==> src/rtl/raisin64_ex_pkg.sv <==
// Shared encodings for the Raisin64 execute-stage load/store unit:
// unit codes, access sizes, fault causes and FSM states.
package raisin64_ex_pkg;

  localparam logic [2:0] UNIT_LOAD_Z = 3'd4;
  localparam logic [2:0] UNIT_LOAD_S = 3'd5;
  localparam logic [2:0] UNIT_STORE  = 3'd6;

  localparam logic [1:0] SIZE_D = 2'd0;
  localparam logic [1:0] SIZE_W = 2'd1;
  localparam logic [1:0] SIZE_H = 2'd2;
  localparam logic [1:0] SIZE_B = 2'd3;

  localparam logic [1:0] CAUSE_NONE     = 2'd0;
  localparam logic [1:0] CAUSE_MISALIGN = 2'd1;
  localparam logic [1:0] CAUSE_TIMEOUT  = 2'd2;

  typedef enum logic [1:0] {
    ST_IDLE       = 2'd0,
    ST_READ_WAIT  = 2'd1,
    ST_WRITE_WAIT = 2'd2,
    ST_HOLD       = 2'd3
  } lsu_state_e;

  // Low address bits that must be zero for a naturally aligned access.
  function automatic logic [2:0] size_mask(input logic [1:0] size);
    case (size)
      SIZE_D:  return 3'b111;
      SIZE_W:  return 3'b011;
      SIZE_H:  return 3'b001;
      default: return 3'b000;
    endcase
  endfunction

  function automatic logic [3:0] size_bytes(input logic [1:0] size);
    case (size)
      SIZE_D:  return 4'd8;
      SIZE_W:  return 4'd4;
      SIZE_H:  return 4'd2;
      default: return 4'd1;
    endcase
  endfunction

  function automatic logic [7:0] size_be(input logic [1:0] size);
    case (size)
      SIZE_D:  return 8'hFF;
      SIZE_W:  return 8'h0F;
      SIZE_H:  return 8'h03;
      default: return 8'h01;
    endcase
  endfunction

endpackage

==> src/rtl/ex_mem_lane.sv <==
// Big-endian lane steering: load field extraction with zero/sign extension,
// store data replication and byte-enable generation.
module ex_mem_lane
  import raisin64_ex_pkg::*;
(
  input  logic [1:0]  size,
  input  logic [2:0]  lane,
  input  logic        sext,
  input  logic [63:0] load_din,
  input  logic [63:0] store_din,
  output logic [63:0] load_data,
  output logic [63:0] store_data,
  output logic [7:0]  be
);

  logic [2:0]  lane_a_s;
  logic [3:0]  shift_s;
  logic [63:0] field_s;

  // Byte k sits at bits [63-8k:56-8k], so the field's right shift counts bytes past its last lane.
  always_comb begin
    lane_a_s = lane & ~size_mask(size);
    shift_s  = 4'd8 - {1'b0, lane_a_s} - size_bytes(size);
    field_s  = load_din >> {shift_s, 3'b000};
    be       = size_be(size) << shift_s;
    case (size)
      SIZE_W: begin
        load_data  = sext ? {{32{field_s[31]}}, field_s[31:0]} : {32'h0, field_s[31:0]};
        store_data = {2{store_din[31:0]}};
      end
      SIZE_H: begin
        load_data  = sext ? {{48{field_s[15]}}, field_s[15:0]} : {48'h0, field_s[15:0]};
        store_data = {4{store_din[15:0]}};
      end
      SIZE_B: begin
        load_data  = sext ? {{56{field_s[7]}}, field_s[7:0]} : {56'h0, field_s[7:0]};
        store_data = {8{store_din[7:0]}};
      end
      default: begin
        load_data  = field_s;
        store_data = store_din;
      end
    endcase
  end

endmodule

==> src/rtl/ex_mem_lsu.sv <==
// Execute-stage load/store unit: address generation, alignment check,
// single-outstanding bus access with timeout, and commit hand-off with stall.
module ex_mem_lsu
  import raisin64_ex_pkg::*;
#(
  parameter int ADDR_W         = 64,
  parameter int TIMEOUT_CYCLES = 256,
  parameter int ALIGN_CHECK    = 1
) (
  input  logic              clk,
  input  logic              rst_n,
  input  logic [63:0]       dmem_din,
  output logic [63:0]       dmem_dout,
  output logic [ADDR_W-1:0] dmem_addr,
  output logic [7:0]        dmem_be,
  output logic [1:0]        dmem_width,
  output logic              dmem_rstrobe,
  output logic              dmem_wstrobe,
  input  logic              dmem_cycle_complete,
  input  logic [63:0]       base,
  input  logic [63:0]       data,
  input  logic [31:0]       offset,
  output logic [63:0]       out,
  input  logic              ex_enable,
  output logic              ex_busy,
  input  logic [5:0]        rd_in_rn,
  input  logic [2:0]        unit,
  input  logic [1:0]        op,
  output logic [5:0]        rd_out_rn,
  output logic              valid,
  input  logic              stall,
  output logic              fault,
  output logic [1:0]        fault_cause,
  output logic [ADDR_W-1:0] fault_addr
);

  localparam int CNT_W = $clog2(TIMEOUT_CYCLES + 2);
  localparam logic [CNT_W-1:0] CNT_LAST = CNT_W'(TIMEOUT_CYCLES - 1);

  lsu_state_e        state_r;
  logic [1:0]        op_r;
  logic              sext_r;
  logic [5:0]        rd_r;
  logic [ADDR_W-1:0] ea_r;
  logic [CNT_W-1:0]  cnt_r;
  logic [63:0]       out_r, dout_r;
  logic [ADDR_W-1:0] addr_r, fault_addr_r;
  logic [7:0]        be_r;
  logic [1:0]        width_r, cause_r;
  logic [5:0]        rd_out_r;
  logic              valid_r, fault_r, rstrobe_r, wstrobe_r;

  logic [63:0]       ea_full_s;
  logic [ADDR_W-1:0] ea_s;
  logic [1:0]        lane_size_s;
  logic [2:0]        lane_idx_s;
  logic [63:0]       lane_load_s, lane_store_s;
  logic [7:0]        lane_be_s;
  logic              is_lui_s, is_store_s, is_mem_s, misalign_s, timeout_s;

  assign ea_full_s  = base + {{32{offset[31]}}, offset};
  assign ea_s       = ea_full_s[ADDR_W-1:0];
  assign is_lui_s   = (unit == UNIT_LOAD_S) && (op == SIZE_D);
  assign is_store_s = (unit == UNIT_STORE);
  assign is_mem_s   = (unit == UNIT_LOAD_Z) || ((unit == UNIT_LOAD_S) && (op != SIZE_D)) || is_store_s;
  assign misalign_s = (ALIGN_CHECK != 0) && ((ea_s[2:0] & size_mask(op)) != 3'b000);
  assign timeout_s  = (TIMEOUT_CYCLES != 0) && (cnt_r == CNT_LAST);

  // Lanes follow the incoming request at dispatch and the latched one while waiting.
  always_comb begin
    if (state_r == ST_IDLE) begin
      lane_size_s = op;
      lane_idx_s  = ea_s[2:0];
    end else begin
      lane_size_s = op_r;
      lane_idx_s  = ea_r[2:0];
    end
  end

  ex_mem_lane u_lane (
    .size       (lane_size_s),
    .lane       (lane_idx_s),
    .sext       (sext_r),
    .load_din   (dmem_din),
    .store_din  (data),
    .load_data  (lane_load_s),
    .store_data (lane_store_s),
    .be         (lane_be_s)
  );

  // Main FSM: dispatch, bus wait with timeout, result hand-off and stall hold.
  always_ff @(posedge clk or negedge rst_n) begin
    if (!rst_n) begin
      state_r      <= ST_IDLE;
      op_r         <= '0;
      sext_r       <= 1'b0;
      rd_r         <= '0;
      ea_r         <= '0;
      cnt_r        <= '0;
      out_r        <= '0;
      dout_r       <= '0;
      addr_r       <= '0;
      fault_addr_r <= '0;
      be_r         <= '0;
      width_r      <= '0;
      cause_r      <= '0;
      rd_out_r     <= '0;
      valid_r      <= 1'b0;
      fault_r      <= 1'b0;
      rstrobe_r    <= 1'b0;
      wstrobe_r    <= 1'b0;
    end else begin
      rstrobe_r <= 1'b0;
      wstrobe_r <= 1'b0;
      case (state_r)
        ST_IDLE: begin
          if (valid_r && stall) begin
            state_r <= ST_HOLD;
          end else begin
            valid_r <= 1'b0;
            fault_r <= 1'b0;
            cause_r <= CAUSE_NONE;
            if (ex_enable && (is_lui_s || is_mem_s)) begin
              op_r   <= op;
              sext_r <= (unit == UNIT_LOAD_S);
              rd_r   <= rd_in_rn;
              ea_r   <= ea_s;
              if (is_lui_s) begin
                out_r    <= {offset, 32'h0};
                rd_out_r <= rd_in_rn;
                valid_r  <= 1'b1;
              end else if (misalign_s) begin
                out_r        <= '0;
                rd_out_r     <= '0;
                valid_r      <= 1'b1;
                fault_r      <= 1'b1;
                cause_r      <= CAUSE_MISALIGN;
                fault_addr_r <= ea_s;
              end else begin
                addr_r  <= {ea_s[ADDR_W-1:3], 3'b000};
                be_r    <= lane_be_s;
                width_r <= op;
                dout_r  <= is_store_s ? lane_store_s : 64'h0;
                cnt_r   <= '0;
                if (is_store_s) begin
                  wstrobe_r <= 1'b1;
                  state_r   <= ST_WRITE_WAIT;
                end else begin
                  rstrobe_r <= 1'b1;
                  state_r   <= ST_READ_WAIT;
                end
              end
            end
          end
        end
        ST_READ_WAIT, ST_WRITE_WAIT: begin
          // Completion takes priority over a timeout expiring in the same cycle.
          if (dmem_cycle_complete) begin
            valid_r  <= 1'b1;
            state_r  <= ST_IDLE;
            out_r    <= (state_r == ST_READ_WAIT) ? lane_load_s : 64'h0;
            rd_out_r <= (state_r == ST_READ_WAIT) ? rd_r : 6'd0;
          end else if (timeout_s) begin
            valid_r      <= 1'b1;
            fault_r      <= 1'b1;
            cause_r      <= CAUSE_TIMEOUT;
            fault_addr_r <= ea_r;
            rd_out_r     <= '0;
            out_r        <= '0;
            state_r      <= ST_IDLE;
          end else begin
            cnt_r <= cnt_r + 1'b1;
          end
        end
        ST_HOLD: begin
          if (!stall) begin
            valid_r <= 1'b0;
            fault_r <= 1'b0;
            cause_r <= CAUSE_NONE;
            state_r <= ST_IDLE;
          end
        end
        default: state_r <= ST_IDLE;
      endcase
    end
  end

  assign ex_busy      = ex_enable | (state_r != ST_IDLE) | (valid_r & stall);
  assign out          = out_r;
  assign valid        = valid_r;
  assign rd_out_rn    = rd_out_r;
  assign fault        = fault_r;
  assign fault_cause  = cause_r;
  assign fault_addr   = fault_addr_r;
  assign dmem_addr    = addr_r;
  assign dmem_dout    = dout_r;
  assign dmem_be      = be_r;
  assign dmem_width   = width_r;
  assign dmem_rstrobe = rstrobe_r;
  assign dmem_wstrobe = wstrobe_r;

endmodule

==> config.mk <==
export PLATFORM = sky130hd
export DESIGN_NAME = ex_mem_lsu
export DESIGN_NICKNAME = d
export VERILOG_FILES = /design/src/rtl/raisin64_ex_pkg.sv /design/src/rtl/ex_mem_lane.sv /design/src/rtl/ex_mem_lsu.sv
export SDC_FILE = /design/constraint.sdc
export NUM_CORES = 1
export LEC_CHECK = 0
export ABC_CLOCK_PERIOD_IN_PS = 10500
export CORE_AREA = 5 5 203 205
export DETAILED_ROUTE_END_ITERATION = 7
export DIE_AREA = 0 0 208 210
export PLACE_DENSITY = 0.86
export SYNTH_ARGS = -nofsm -noshare
export SYNTH_HDL_FRONTEND = slang
export SYNTH_SLANG_ARGS = --single-unit
export TNS_END_PERCENT = 30
==> constraint.sdc <==
create_clock -name clk -period 10.5 [get_ports clk]
set_input_delay 2.1 -clock clk [delete_from_list [all_inputs] [get_ports clk]]
set_output_delay 2.1 -clock clk [all_outputs]
set_load 0.02 [all_outputs]
### After elaboration in Yosys (flattened, before gate mapping)

Index checks and enable logic that the tools add are counted.

* bitwise gates (word level): 9
* shift-type cells: 2
* equal/unequal tests: 26
* multiplexer cells: 83
* add/sub/neg operators: 4
* reduce and logical (&&, ||, !) cells: 23

Operators by type and width (number)
* $mux 64: 17
* $pmux 64 s3: 2
* $pmux 64 s2: 2
* $add 64x64->64: 1
* $shr 64x7->64: 1
* $mux 9: 6
* $mux 6: 7
* $mux 1: 26
* $mux 2: 12
* $pmux 8 s3: 1
* $pmux 3 s3: 2
* $pmux 9 s2: 1
* $ne 2x2->1 const B: 8
* $reduce_and 5->1: 3
* $reduce_and 7->1: 2
* $pmux 2 s3: 2
* $pmux 4 s3: 1
* $pmux 6 s2: 1
* $eq 2x2->1 const B: 5
* $add 9x1->9 const B: 1
* $eq 3x3->1 const B: 3
* $eq 9x8->1 const B: 1
* $shl 8x4->8: 1
* $and 3x3->3: 2
* 21 further kinds: 39

* input bits: 240
* output and inout bits: 279
* flip-flop bits (word level): 359

### Logic depth before layout (Yosys ltp)

* depth in word-level cells: 14
* depth in mapped cells: 21

### Modules after synthesis

From an unflattened synthesis, not the netlist that was laid out.

* cells, all modules: 2713
* area, all modules: 22374.0 um2

Modules (own cells, without submodules)
* ex_mem_lsu: times used 1, seq. area each 8983.6 um2, cells an instance 2192, area an instance 19042.0 um2
* ex_mem_lane: times used 1, seq. area each 0.0 um2, cells an instance 521, area an instance 3331.9 um2

### Least setup slack after synthesis

No wires, ideal clock.

* path kind: input port to flip-flop
* start point: in op[0]
* end point: reg be_r[5], in the netlist dmem_be[5]
* data arrival time: 5515 ps
* required time: 10417 ps
* stages: 14
* slack: 4902 ps
* setup time: 83 ps
* path through: clkbuf_1 > a21o_1 > clkbuf_1 > clkbuf_1 > nand2_1 > mux2_2 > fa_1 > buf_1 > clkbuf_1 > clkbuf_1 > nand2_1 > o21ai_0 > nand2_1 > o21ai_0

* word-level cells in the longest chain between the ends: 8

RTL lines
* from (decl): RTL line ex_mem_lsu.sv:28 `input logic [1:0] op,`
* $mux 2: RTL line ex_mem_lsu.sv:71 `if (state_r == ST_IDLE) begin`
* $eq 2x2->1 (tied with other cells): RTL line raisin64_ex_pkg.sv:27, raisin64_ex_pkg.sv:36, raisin64_ex_pkg.sv:45
* $pmux 3 s3: RTL line raisin64_ex_pkg.sv:27 `case (size)`
* $not 3->3: RTL line ex_mem_lane.sv:22 `lane_a_s = lane & ~size_mask(size);`
* $and 3x3->3: RTL line ex_mem_lane.sv:22
* $sub 4x3->4: RTL line ex_mem_lane.sv:23 `shift_s = 4'd8 - {1'b0, lane_a_s} - size_bytes(size);`
* $sub 4x4->4: RTL line ex_mem_lane.sv:23
* $shl 8x4->8: RTL line ex_mem_lane.sv:25 `be = size_be(size) << shift_s;`
* to (signal assigned): RTL line ex_mem_lsu.sv:141 `be_r <= lane_be_s;`
* to (decl): RTL line ex_mem_lsu.sv:48 `logic [7:0] be_r;`

Several ways; a longest one is shown, not always the timed one.
A chain may end at the register's enable or synchronous reset.

### Final worst setup path

* start point: in base[0]
* end point: reg out_r[39], in the netlist out[39]

* word-level cells in the longest chain between the ends: 11

RTL lines
* from (decl): RTL line ex_mem_lsu.sv:20 `input logic [63:0] base,`
* $add 64x64->64 (*): RTL line ex_mem_lsu.sv:61 `assign ea_full_s = base + {{32{offset[31]}}, offset};`
* $mux 3: RTL line ex_mem_lsu.sv:71
* $and 3x3->3: RTL line ex_mem_lane.sv:22
* $sub 4x3->4: RTL line ex_mem_lane.sv:23
* $sub 4x4->4: RTL line ex_mem_lane.sv:23
* $shr 64x7->64: RTL line ex_mem_lane.sv:24 `field_s = load_din >> {shift_s, 3'b000};`
* $mux 64 (on tied branches): RTL line ex_mem_lane.sv:36, ex_mem_lane.sv:28, ex_mem_lane.sv:32
* $pmux 64 s3: RTL line ex_mem_lane.sv:26 `case (size)`
* $mux 64: RTL line ex_mem_lsu.sv:161 `out_r <= (state_r == ST_READ_WAIT) ? lane_load_s : 64'h0;`
* $mux 64: RTL line ex_mem_lsu.sv:158 `if (dmem_cycle_complete) begin`
* $pmux 64 s2: RTL line ex_mem_lsu.sv:115 `case (state_r)`
* to (signal assigned): RTL line ex_mem_lsu.sv:129 `out_r <= {offset, 32'h0};`
* to (signal assigned): RTL line ex_mem_lsu.sv:161
* to (decl): RTL line ex_mem_lsu.sv:46 `logic [63:0] out_r, dout_r;`

Every way passes the cells marked *; elsewhere a longest branch is shown, timed or not.

==> results.cfg <==
[timing]
skew_ps = 18.1
setup_viol = 0
max_slew_margin_pct = 17.4
worst_slack_ps = 3640
min_period_over_period_pct = 65.3
rsz0062_at_grt = false
max_freq_ghz = 0.146
worst_pin_slew_ps = 1240
post-route-min-period_ps = 6860
hold_viol_final = 0
setup_tns_ps = 0
slew_viol_final = 0

[finish]
syn_to_final_growth_pct = 32.3
fin_area_um2 = 27700
fillCellCount = 3064
drive_above_1_share_pct = 5.97
fin_util_pct = 70.5
antenna_cells = 0
nets = 3095

[pwr]
power.leakage_nw = 12.0
ir_worst_vdd_v = 0.000314
powerDensity_nw_per_um2 = 332

[clocking]
cts_buffer_depth = 3
post_cts.repair.setup_buffers = 0
cts_made_buffers = 40
postCtsHoldBufs = 0
cts_num_sinks = 359
cts_resized = 0
root_buffer = clkbuf_16
cts_tree = yes
htreeDepth = 2
clk_pin_slew_ps = 60
clk_latency_ps = 570

[setup_path]
r2r_start = state_r[1]$_DFFE_PN0P_
critPathArrivalTime_ps = 7330
crit_type = input pin to register
critPathLaunch = base[0]
cp.required_ps = 10970
start_kind = input pin
critPathCaptureType = register
crit_fanout = 48

[worst_hold_path]
min_from = dmem_dout[28]$_DFFE_PN0P_
hold_path.class = register to register

[synthesis]
synth-seq-cells = 359
yosys.area_share.adder_pct = 4.44
yosys.area.top_type = dfrtp_1
synth_compound_area_share_pct = 23.8
async_reset_ff_share_pct = 100
ys_seq_area_share_pct = 43.0
synth_mux_area_share_pct = 6.87
yosys-top-cells-area = dfrtp_1 (43%), nand2_1 (7.1%), o21ai_0 (7.0%), mux2i_1 (5.1%), a21oi_1 (4.8%)
synth_top_area_share_pct = 43.0
syn_area_um2 = 20900
synth_top_family_by_area = compound AO/OA/AOI/OAI gates
synthFlopType = dfrtp_1
netlist_instances = 2385
synthXorXnorAreaFrac_pct = 2.43
post_synth_most_frequent_cells = nand2_1 (394), dfrtp_1 (359), o21ai_0 (293), a21oi_1 (200), nor2_1 (190)
synth_cell_types = 75
synth-edff-count = 0
synthSimpleGateAreaFrac_pct = 15.6
ys_warn_count = 0
syn_avg_cell_area_um2 = 8.77
yosysMostFrequentCell = nand2_1

[routing]
first_iter_violations = 2159
vias_per_cell = 6.19
antenna_left = 0
wl_um = 83100
drt-pass1-iter-count = 6
drcViolationCount = 0
num_vias = 20700
wire_per_inst_um = 24.9

[global_routing]
grt_pass1_vias = 20500
grt_max_degree = 182
grtUsageTotal_pct = 36.6
grt_pass1_wl_um = 125000
antenna_found_initial = 1
gr-total-overflow = 0

[die]
fp.dieArea_um2 = 43700
die_h_um = 210
dieWidth_um = 208
num_io_pins = 519
num_rows = 73
core_area_um2 = 39300
initial_core_util_pct = 53.2

[placement]
port_buffers = 515
place.detailed.hpwl_um = 63000
dpl-instance-area_um2 = 26200
place_ws_ps = 3150
place.gp.congestion = 1.01

[job]
max_cap_violations = 0

[status]
status = completed
## stage by stage
stage,hold slack (ps),std cells,total power [mW]
after floorplan,442,2387,5.55
after global placement,454,3265,7.42
after detailed placement,467,3265,7.54
after CTS,480,3339,9.12
after global routing,495,3339,9.69
final,476,3339,9.18
## worst paths after layout
path,end,slack [ps],depth (start not counted)
setup / recovery,out[39]$_DFFE_PN0P_,3640,16
hold / removal,dmem_dout[28]$_DFFE_PN0P_,480,2
setup reg to reg,out[39]$_DFFE_PN0P_,4580,13
hold reg to reg,dmem_dout[28]$_DFFE_PN0P_,480,2
max in group asynchronous,fault_addr[15]$_DFFE_PN0P_,7350,2
min in group asynchronous,rd_r[2]$_DFFE_PN0P_,1610,1
## registers in the layout, indices dropped and copies added (netlist names), 2 cells and up
signal	count
cnt_r	9
dmem_addr	61
dmem_be	8
dmem_dout	64
dmem_width	2
ea_r	64
fault_addr	64
fault_cause	2
op_r	2
out	64
rd_out_rn	6
rd_r	6
state_r	2
## power breakdown
group / internal (mW) / switching [mW] / total [mW]
clock network: 0.923 / 0.614 / 1.54
logic: 2.03 / 3.30 / 5.32
registers: 1.95 / 0.377 / 2.33
total: 4.90 / 4.29 / 9.18
## worst max-delay path, cell delays in order
cell and delay, ps:
clkdlybuf4s50_1 520, ha_1 210, inv_1 60, fa_1 520
o31ai_1 390, ha_1 300, inv_1 70, ha_2 160
inv_1 50, fa_2 1290, mux4_2 460, nor3b_2 240
a21o_2 150, nand2_4 140, a31o_4 420, o22ai_2 220
## cells by family after synthesis
logic type               after synthesis
adder cells (fa/ha/maj)               73
flip-flops                           359
multiplexers                         130
other                                  1
AND/OR/NAND/NOR                      759
XOR/XNOR                              58
buffers and inverters                205
AO/OA/AOI/OAI                        800
## placed cells by master, fill, tap and decap left out, drive strengths merged, types with 7 or more instances in the layout
cell           instances
clkbuf                48
o22ai                 34
clkdlybuf4s50        514
a211oi                17
or2                   10
nand2b                 9
o21bai                15
mux4                   9
nand4                 20
buf                   20
nor2b                 23
o31ai                 43
mux2                  15
o21a                  23
a22o                  22
inv                   28
ha                    71
o221ai                16
bufinv                 7
a21o                  45
nor2                 190
a221o                 10
nor3                  15
and2                   9
or3                    8
and3                  27
xor2                  24
xnor2                 34
o21ai                304
a31oi                 12
nand2                395
a21oi                202
dfrtp                359
a221oi                 8
clkinv                12
nand3                 36
mux2i                106
o211ai                22
## metal layers
metal | up-vias | routed length [um] | GRT usage, % | part of all wire, %
met4 | 2 | 6150 | 22.2 | 7.4
met5 | - | 13 | 0 | 0.016
met3 | 276 | 6720 | 8.57 | 8.1
li1 | 9284 | - | - | -
met1 | 9943 | 30600 | 43.3 | 37
met2 | 1147 | 39600 | 61.0 | 48
## final cells by class
| class | count | area (um^2) | area share [%] |
|---|---|---|---|
| clock buffers | 48 | 1090 | 3.95 |
| clock inverters | 26 | 339 | 1.23 |
| inverters | 24 | 90.1 | 0.325 |
| multi-input cells | 1823 | 11200 | 40.5 |
| flip-flops and latches | 359 | 8980 | 32.5 |
| well taps | 525 | 657 | 2.37 |
| repair buffers | 534 | 5320 | 19.2 |
No activity file was read; power rests on OpenSTA's default activity.
